`src/rtl/fetch_queue.sv`:
```
// fetch_queue: instruction FIFO between fetch and decode, head split into decode fields.
// Define FETCH_QUEUE_BYPASS_EN to present fetch inputs to decode combinationally while empty.
module fetch_queue #(
  parameter int DEPTH    = 4,
  parameter int PC_WIDTH = 32
) (
  input  logic                  clock_in,
  input  logic                  reset_n_in,
  input  logic                  flush_in,
  input  logic                  fetch_valid_in,
  output logic                  fetch_ready_out,
  input  logic [31:0]           fetch_inst_in,
  input  logic [PC_WIDTH-1:0]   fetch_pc_in,
  output logic                  dec_valid_out,
  input  logic                  dec_ready_in,
  output logic [4:0]            opcode_out,
  output logic [2:0]            funct3_out,
  output logic [6:0]            funct7_out,
  output logic [4:0]            rs1_out,
  output logic [4:0]            rs2_out,
  output logic [4:0]            rd_out,
  output logic [31:0]           inst_out,
  output logic [PC_WIDTH-1:0]   pc_out,
  output logic                  illegal_out,
  output logic [$clog2(DEPTH):0] count_out
);
  localparam int AW = $clog2(DEPTH);
  localparam logic [AW:0] FULL = (AW+1)'(DEPTH);
  logic [31:0]         inst_q [DEPTH];
  logic [PC_WIDTH-1:0] pc_q   [DEPTH];
  logic [AW-1:0]       wr_q, wr_d, rd_q, rd_d;
  logic [AW:0]         cnt_q, cnt_d;
  logic                empty, byp, push, pop;
  logic [31:0]         head_inst;
  logic [PC_WIDTH-1:0] head_pc;
  always_comb begin
    empty           = cnt_q == '0;
    fetch_ready_out = cnt_q < FULL;
`ifdef FETCH_QUEUE_BYPASS_EN
    byp             = empty & fetch_valid_in & !flush_in;
`else
    byp             = 1'b0;
`endif
    dec_valid_out   = !empty | byp;
    head_inst       = !empty ? inst_q[rd_q] : byp ? fetch_inst_in : '0;
    head_pc         = !empty ? pc_q[rd_q]   : byp ? fetch_pc_in   : '0;
    // a bypassed instruction taken by decode in the same cycle is never stored
    push            = fetch_valid_in & fetch_ready_out & !flush_in & !(byp & dec_ready_in);
    pop             = !empty & dec_ready_in & !flush_in;
    wr_d            = flush_in ? '0 : wr_q + AW'(push);
    rd_d            = flush_in ? '0 : rd_q + AW'(pop);
    cnt_d           = flush_in ? '0 : cnt_q + (AW+1)'(push) - (AW+1)'(pop);
  end
  assign opcode_out  = head_inst[6:2];
  assign funct3_out  = head_inst[14:12];
  assign funct7_out  = head_inst[31:25];
  assign rs1_out     = head_inst[19:15];
  assign rs2_out     = head_inst[24:20];
  assign rd_out      = head_inst[11:7];
  assign inst_out    = head_inst;
  assign pc_out      = head_pc;
  assign illegal_out = dec_valid_out & (head_inst[1:0] != 2'b11);
  assign count_out   = cnt_q;
  always_ff @(posedge clock_in or negedge reset_n_in)
    if (!reset_n_in) begin
      wr_q  <= '0;
      rd_q  <= '0;
      cnt_q <= '0;
    end else begin
      wr_q  <= wr_d;
      rd_q  <= rd_d;
      cnt_q <= cnt_d;
    end
  always_ff @(posedge clock_in)
    if (push) begin
      inst_q[wr_q] <= fetch_inst_in;
      pc_q[wr_q]   <= fetch_pc_in;
    end
endmodule

```
`config.mk`:
```
export PLATFORM = sky130hd
export DESIGN_NAME = fetch_queue
export DESIGN_NICKNAME = d
export VERILOG_FILES = /design/src/rtl/fetch_queue.sv
export SDC_FILE = /design/constraint.sdc
export NUM_CORES = 1
export LEC_CHECK = 0
export ABC_AREA = 1
export CAP_MARGIN = 30
export CORE_ASPECT_RATIO = 0.5
export CORE_UTILIZATION = 40
export DETAILED_ROUTE_END_ITERATION = 12
export PLACE_DENSITY = 0.61
export RECOVER_POWER = 100
export SLEW_MARGIN = 0
export SYNTH_ARGS = -nofsm -noshare
export SYNTH_HDL_FRONTEND = slang
export SYNTH_SLANG_ARGS = --single-unit
```
`constraint.sdc`:
```
create_clock -name clock_in -period 8.51 [get_ports clock_in]
set_input_delay 0.851 -clock clock_in [delete_from_list [all_inputs] [get_ports clock_in]]
set_output_delay 0.851 -clock clock_in [all_outputs]
set_load 0.02 [all_outputs]
```
==> metrics, run 1 <==
critical path endpoint category=output port; Max IR drop VDD=0.133 mV; GPL Wtd Cong=0.769; final cell area excluding filler cells=0.0130 mm^2; R2R depth=13; PortBufs=168; placed wire-length estimate=13.3 mm; Slew @ Worst Pin=2.61 ns; DR iter-0 viols=549; setup tns final=0 ns; # clock sinks=263; die width=232 um; PD cells=305 mW/mm^2; Final Max Tran Viols=333; Initial Utilization=0.413; leak pwr=4.57 nW; CP Max Fanout=42; GR Overflow Total=0; setup slack, reg-to-reg=4.79 ns; die area=0.0271 mm^2; Req. time, crit path=7.66 ns; Worst Hold End=wr_q[1]; fillers=2161; CTS max path bufs=3; met2 Use GR=0.315; GRT busiest layer=met2; CTS tree=yes; worst hold path depth=2; Site Rows=41; Hold Fails Final Rpt=0; Tcrit/Tclk final=0.735; fin crit period=6.25 ns; Die H=117 um; Rel. slew slack=-0.740; most common cell after layout, fill and taps aside=nor2_1; most frequent cells in the layout=262 x nor2_1, 256 x edfxtp_1, 162 x dlygate4sd3_1; drt wl/cell=17.6 um; Post-DRT Antenna Nets=0; RSZ-0062 raised after global routing=false; post-DR vias/cell=4.96; max_cap viols=10; end of the worst register-to-register path=count_out[2]; HP Class=reg2reg; P&R area growth vs syn=22.8%; failing checks=capacitance limit, slew limit; router iterations before antenna repair=5; Avg Cell Area, Syn=12.6 um^2; CTS Buf Count=25; outcome=complete, but fails checks; Worst Skew=0.00901 ns; first-pass GRT wire length=35.3 mm; Seq cells post-synth=263; setup bufs post-CTS=0; number of global-route vias before repair=6523; crit path DAT=5.40 ns; largest net degree at the start of global routing=93; Vias=6586; clock latency at the later pin of the worst-skew pair=0.51 ns; R2R Path Start=count_out[1]; kind of critical path=reg2out; share of post-route cells with drive strength above 1=0.0418; antenna violations before repair=2; register area share after synthesis=0.745; startpoint types=flop; IO Count=169; Post-CTS Resized=0; Synth cell types=20; Global Route met1 Usage=0.208; hold path startpoint=wr_q[1]; fmax=160 MHz; synthesized net count=910; GRT Resource Usage Total=0.169; sequential cell area=0.00786 mm^2; # DRC=0; area of the multi-input gates=0.00211 mm^2; H-tree levels=1; post-synthesis cell count=836; final WL=23.3 mm; Final Setup Violations=0; Cell Area, Placed=0.0123 mm^2; GR met3 Demand/Resource=0.0281; clk root buf=clkbuf_16; synthesized cell area=0.0106 mm^2; Final #Nets=1040; # hold bufs at CTS=0; clock-pin slew on the worst setup and hold paths=0.06 ns; Synthesis Warnings=0; core area=0.0255 mm^2
-- flip-flops by register name (all words and copies together) (netlist names) --
name and count:
count_out 3, inst_q 128, pc_q 128, rd_q 2, wr_q 2
-- layer usage --
metal / vias to the layer above / part of all wire
met5: - / 0.00047
met4: 2 / 0.017
met3: 32 / 0.034
met2: 104 / 0.53
met1: 3278 / 0.42
li1: 3170 / -
-- critical path, stage by stage (launching register included) --
cell and delay, ns:
dfrtp_1 0.42, inv_1 0.07, nand2_1 0.10, nor2_1 1.42
clkbuf_1 1.84, a21oi_1 0.23, dlygate4sd3_1 0.80
-- worst max-delay path by stage --
stage | cells past startpoint | slack, ns | to | start
3_3_place_gp | 5 | 4.67 | opcode_out[3] | rd_q[0]
3_5_place_dp | 5 | 4.62 | inst_out[8] | rd_q[0]
2_1_floorplan | 4 | 2.34 | inst_q[0][0] | flush_in
6_report | 6 | 2.26 | inst_out[18] | count_out[1]
5_1_grt | 6 | 1.93 | funct3_out[1] | count_out[1]
4_1_cts | 5 | 4.08 | inst_out[8] | rd_q[0]
-- synth_stat cells, drive strengths merged --
cell type	count	share of area
fa	1	0.0019
ha	4	0.0047
nand2	15	0.0053
edfxtp	256	0.73
dfrtp	7	0.017
clkbuf	14	0.0050
nand3	4	0.0019
buf	65	0.045
nor2	262	0.093
inv	14	0.0050
o21ai	124	0.059
xnor2	2	0.0017
nor3	5	0.0024
a21oi	63	0.030
-- metrics by stage --
| step | std cells | total power [mW] | hold slack, ns | util | setup WS [ns] |
|---|---|---|---|---|---|
| after floorplan | 836 | 2.48 | 0.544 | - | 2.34 |
| after global placement | 1282 | 3.08 | 0.608 | 0.480 | 4.67 |
| after detailed placement | 1283 | 3.09 | 0.660 | 0.481 | 4.62 |
| after CTS | 1325 | 4.11 | 0.605 | 0.510 | 4.08 |
| after global routing | 1326 | 4.14 | 0.688 | 0.507 | 1.93 |
| final | 1327 | 3.95 | 0.648 | 0.507 | 2.26 |
-- cells by family after synthesis --
family | synth area share
compound gates | 0.0886
xor+xnor | 0.00166
fa+ha+maj | 0.00664
buf+inv | 0.0553
flops | 0.745
simple gates | 0.103
-- power breakdown --
group	leakage [nW]	internal [mW]	total, mW	switching (mW)
logic	1.80	0.521	1.42	0.896
clock network	0.359	0.567	1.02	0.451
registers	2.41	1.49	1.52	0.0312
-- layout make-up --
class,instances,share of cell area
antenna,2,0.000386
clock buffer,30,0.0497
clock inverter,12,0.00666
inverter,14,0.00415
multi-input combinational,480,0.163
sequential,263,0.607
tap,344,0.0332
timing repair buffer,182,0.137
(Power assumes the default switching activity.)
==> run 2: changes to the inputs <==
--- a/config.mk
+++ b/config.mk
@@ -10,7 +10,7 @@
 export CORE_ASPECT_RATIO = 0.5
 export CORE_UTILIZATION = 40
 export DETAILED_ROUTE_END_ITERATION = 12
-export PLACE_DENSITY = 0.61
+export PLACE_DENSITY = 0.63
 export RECOVER_POWER = 100
 export SLEW_MARGIN = 0
 export SYNTH_ARGS = -nofsm -noshare
==> constraint.sdc (replaced) <==
create_clock -name clock_in -period 5.35 [get_ports clock_in]
set_input_delay 0.535 -clock clock_in [delete_from_list [all_inputs] [get_ports clock_in]]
set_output_delay 0.535 -clock clock_in [all_outputs]
set_load 0.02 [all_outputs]
==> metrics, run 2 (synthesis results as in run 1) <==
outcome=complete, but fails checks; failing checks=capacitance limit, slew limit; HP Class=in2async; # hold bufs at CTS=0 (unchanged); CTS tree=yes; # DRC=0 (unchanged); placed wire-length estimate=13.2 mm (-0.56%); most frequent cells in the layout=261 x nor2_1, 256 x edfxtp_1, 162 x dlygate4sd3_1; Hold Fails Final Rpt=0 (unchanged); clock latency at the later pin of the worst-skew pair=0.52 ns (about the same); startpoint types=flop; Comb power frac=0.358 (about the same); first-pass GRT wire length=35.4 mm (about the same); die area=0.0271 mm^2 (unchanged); Tcrit/Tclk final=0.835; Worst Skew=0.0183 ns (+0.00933 ns); Final Setup Violations=0 (unchanged); number of global-route vias before repair=6499 (-0.37%); end of the worst register-to-register path=inst_q[3][22]; Die H=117 um (unchanged); CTS max path bufs=3 (unchanged); Post-CTS Resized=0 (unchanged); IO Count=169 (unchanged); most common cell after layout, fill and taps aside=nor2_1; kind of critical path=reg2out; RSZ-0062 raised after global routing=false; R2R depth=4 (-9); max_cap viols=4 (-6); clock-pin slew on the worst setup and hold paths=0.06 ns (about the same); drt wl/cell=17.3 um (-1.4%); critical path endpoint category=output port; net switching power=2.19 mW (+59%); Final Max Tran Viols=172 (-48%); router iterations before antenna repair=4 (-1); Sw Ratio=0.351 (+0.00202); Vias=6559 (-0.41%); clk root buf=clkbuf_16; fin cells=1333 (+0.45%); DR iter-0 viols=419 (-24%); CTS Buf Count=24 (-4.0%); Seq pwr share=0.390 (+0.006); Power, Total=6.24 mW (+58%); GPL Wtd Cong=0.709 (-7.7%); Final #Nets=1042 (+0.19%); setup tns final=0 ns (unchanged); H-tree levels=1 (unchanged); Post-DRT Antenna Nets=0 (unchanged); setup slack, reg-to-reg=1.59 ns (-3.20 ns); GRT Resource Usage Total=0.169 (about the same); Rel. slew slack=-1.16 (-0.418); Slew @ Worst Pin=3.24 ns (+0.626 ns); Req. time, crit path=4.82 ns (-2.84 ns); leak pwr=4.57 nW (+0.10%); die width=232 um (unchanged); setup bufs post-CTS=0 (unchanged); crit path DAT=3.93 ns (-1.47 ns); Layout Utilization=0.508 (+0.000735); GR Overflow Total=0 (unchanged); final WL=23.1 mm (-0.96%); post-DR vias/cell=4.92 (-0.86%); CP Max Fanout=67 (+60%); fillers=2203 (+1.9%); Initial Utilization=0.413 (unchanged); PortBufs=168 (unchanged); Site Rows=41 (unchanged); clock network fraction of total power=0.252 (-0.005); share of post-route cells with drive strength above 1=0.0416 (-0.000212); fmax=224 MHz; fin crit period=4.47 ns; Placed Instances=1286 (+0.23%); P&R area growth vs syn=23.0%; # clock sinks=263 (unchanged); R2R Path Start=count_out[2]; Max IR drop VDD=0.222 mV (+67%); largest net degree at the start of global routing=89 (-4.3%); Int Pwr=4.05 mW (+57%); antenna violations before repair=6 (+4); PD cells=480 mW/mm^2 (+58%); core area=0.0255 mm^2 (unchanged)
-- run 2: cell types whose count changed in the layout (fill, tap and decap cells not counted), sizes merged --
cell / delta
bufinv: -1
diode: +1
clkbuf: +5
clkinvlp: -2
clkinv: +4
inv: -1
-- run 2: worst max-delay path by stage --
stage,startpoint,endpoint,slack (ns),cells after the start
6_report,rd_q[0],inst_out[9],0.88,6
5_1_grt,rd_q[0],funct7_out[4],0.55,6
4_1_cts,rd_q[0],pc_out[9],1.27,5
3_5_place_dp,rd_q[0],inst_out[6],1.83,5
3_3_place_gp,rd_q[0],inst_out[13],1.89,5
2_1_floorplan,flush_in,inst_q[0][0],-0.50,4
-- run 2: final cells by class --
cell class                 instances  area (um^2)  share of cell area
tap                              344          430              0.0332
clock inverter                    12         58.8             0.00453
multi-input combinational        480         2120               0.163
sequential                       263         7870               0.606
clock buffer                      32          652              0.0502
timing repair buffer             185         1800               0.138
inverter                          14         53.8             0.00414
antenna                            3         7.51            0.000578
-- run 2: worst max-delay path, cell delays in order, from the launching register on --
cell and delay [ns]:
dfrtp_4 0.90, clkbuf_2 1.14, nor2_1 0.12, nor2_1 0.13, o21ai_0 0.09, a21oi_1 0.26
dlygate4sd3_1 0.72
-- run 2: routing by layer --
metal / GRT usage / vias up / share of wire / wire length, um
li1: - / 3175 / - / -
met1: 0.210 / 3238 / 0.43 / 9930
met2: 0.312 / 100 / 0.52 / 12000
met3: 0.0288 / 42 / 0.035 / 817
met4: 0.0386 / 4 / 0.015 / 354
met5: 0 / - / 0.0013 / 31
-- run 2: through the flow --
step | hold slack [ns] | setup WS (ns) | instance area, um^2
after global routing | 0.361 | 0.548 | 13000
after CTS | 0.270 | 1.27 | 13000
after detailed placement | 0.616 | 1.83 | 12300
after global placement | 0.601 | 1.89 | 12300
final | 0.355 | 0.885 | 13000
after floorplan | 0.239 | -0.499 | 10600
-- run 2: power groups by stage --
stage	Clock [mW]	Combinational (mW)	Sequential (mW)
after floorplan	0	1.49	2.46
after global routing	1.68	2.41	2.45
after global placement	0	2.43	2.47
after CTS	1.60	2.46	2.43
final	1.57	2.23	2.44
after detailed placement	0	2.45	2.48
==> run 3: changes to the inputs <==
--- a/config.mk
+++ b/config.mk
@@ -10,7 +10,7 @@
 export CORE_ASPECT_RATIO = 0.5
 export CORE_UTILIZATION = 40
 export DETAILED_ROUTE_END_ITERATION = 12
-export PLACE_DENSITY = 0.63
+export PLACE_DENSITY = 0.61
 export RECOVER_POWER = 100
 export SLEW_MARGIN = 0
 export SYNTH_ARGS = -nofsm -noshare
==> constraint.sdc (replaced) <==
create_clock -name clock_in -period 4.2 [get_ports clock_in]
set_input_delay 0.42 -clock clock_in [delete_from_list [all_inputs] [get_ports clock_in]]
set_output_delay 0.42 -clock clock_in [all_outputs]
set_load 0.02 [all_outputs]
==> metrics, run 3 (synthesis results as in run 1) <==
R2R depth=4 (unchanged); CP Max Fanout=47 (-30%); setup tns final=0 ns (unchanged); Req. time, crit path=3.78 ns (-1.04 ns); share of post-route cells with drive strength above 1=0.0497 (+0.00811); # clock sinks=263 (unchanged); # hold bufs at CTS=0 (unchanged); Final Setup Violations=0 (unchanged); die width=232 um (unchanged); startpoint types=flop; core area=0.0255 mm^2 (unchanged); CTS max path bufs=3 (unchanged); CTS tree=yes; IO Count=169 (unchanged); GPL Wtd Cong=0.739 (+4.2%); placed wire-length estimate=13.6 mm (+2.9%); fmax=269 MHz; outcome=complete, but fails checks; setup slack, reg-to-reg=0.89 ns (-0.70 ns); drt wl/cell=17.6 um (+1.5%); met2 WL=12.1 mm (+0.69%); clock latency at the later pin of the worst-skew pair=0.52 ns (about the same); router iterations before antenna repair=4 (unchanged); first-pass GRT wire length=35.8 mm (+1.2%); P&R area growth vs syn=23.5%; final hold slack=0.226 ns (-0.129 ns); # DRC=0 (unchanged); Site Rows=41 (unchanged); leak pwr=4.60 nW (+0.61%); Final Max Tran Viols=211 (+23%); Worst Skew=0.00919 ns (-0.00915 ns); Post-CTS Resized=0 (unchanged); Vias=6594 (+0.53%); end of the worst register-to-register path=pc_q[3][27]; CP startpoint=rd_q[0]; PD cells=624 mW/mm^2 (+30%); Rel. slew slack=-0.762 (+0.396); top sig layer=met5; antenna violations before repair=1 (-5); wl on met1=10.2 mm (+2.6%); Place WS=1.23 ns (-0.606 ns); Power, Total=8.13 mW (+30%); Hold Fails Final Rpt=0 (unchanged); HP Class=in2async; H-tree levels=1 (unchanged); clock-pin slew on the worst setup and hold paths=0.06 ns (about the same); metal3 WL=789 um (-3.4%); min setup slack post-route=0.484 ns (-0.401 ns); setup bufs post-CTS=0 (unchanged); DR iter-0 viols=573 (+37%); final cell area excluding filler cells=0.0130 mm^2 (+0.41%); most common cell after layout, fill and taps aside=nor2_1; Layout Utilization=0.510 (+0.00211); most frequent cells in the layout=261 x nor2_1, 256 x edfxtp_1, 159 x dlygate4sd3_1; GRT Resource Usage Total=0.172 (+0.00309); Die H=117 um (unchanged); critical path endpoint category=output port; fin crit period=3.72 ns; post-DR vias/cell=4.95 (+0.68%); failing checks=capacitance limit, slew limit; kind of critical path=reg2out; clk root buf=clkbuf_16; Cell Area, Placed=0.0123 mm^2 (about the same); crit path DAT=3.30 ns (-0.63 ns); Slew @ Worst Pin=2.64 ns (-0.595 ns); final WL=23.4 mm (+1.4%); CTS Buf Count=25 (+4.2%); R2R Path Start=count_out[2]; Post-DRT Antenna Nets=0 (unchanged); max_cap viols=7 (+3); die area=0.0271 mm^2 (unchanged); Final #Nets=1044 (+0.19%); Max IR drop VDD=0.273 mV (+23%); GR Overflow Total=0 (unchanged); fin cells=1331 (-0.15%); Placed Instances=1287 (+0.078%); Tcrit/Tclk final=0.885; Initial Utilization=0.413 (unchanged); largest net degree at the start of global routing=130 (+46%); CP Capture Point=pc_out[5]; number of global-route vias before repair=6358 (-2.2%); PortBufs=168 (unchanged); RSZ-0062 raised after global routing=false
[run 3: cell types whose count changed in the layout (fill, tap and decap cells not counted), sizes merged]
cell / delta
dlygate4sd3: -3
clkdlybuf4s50: +3
clkinv: -5
clkinvlp: +1
buf: +2
diode: -2
clkbuf: -3
inv: +3
bufinv: +2
[run 3: critical path: stages, from the launching register on]
cell	delay, ns
dfrtp_4	0.49
inv_2	0.60
clkbuf_2	0.53
o21ai_0	0.16
a21oi_1	0.27
dlygate4sd3_1	0.71
[run 3: cell type report]
class | count | area [um^2]
fillers | 2160 | 12500
flip-flops and latches | 263 | 7870
inverters | 14 | 52.6
diodes | 1 | 2.50
clock inverters | 13 | 120
repair buffers | 186 | 1800
well taps | 344 | 430
multi-input cells | 480 | 2120
clock buffers | 30 | 644
[run 3: routing by layer]
metal | global-route usage | vias to the layer above
met5 | 0 | -
met4 | 0.0377 | 2
met3 | 0.0257 | 32
met2 | 0.303 | 124
met1 | 0.228 | 3266
li1 | - | 3170
[run 3: how the worst min path moves through the flow]
| stage | cells after the start | startpoint | to | slack [ns] |
|---|---|---|---|---|
| after detailed placement | 2 | wr_q[1] | wr_q[1] | 0.61 |
| after floorplan | 0 | reset_n_in | count_out[0] | 0.12 |
| final | 1 | reset_n_in | rd_q[0] | 0.23 |
| after global routing | 1 | reset_n_in | rd_q[0] | 0.24 |
| after CTS | 1 | reset_n_in | rd_q[0] | 0.16 |
| after global placement | 2 | wr_q[1] | wr_q[1] | 0.61 |
[run 3: where the power goes]
part,internal (mW),switching [mW]
logic,1.06,1.87
clock network,1.22,0.931
registers,3.02,0.0417
total,5.29,2.84
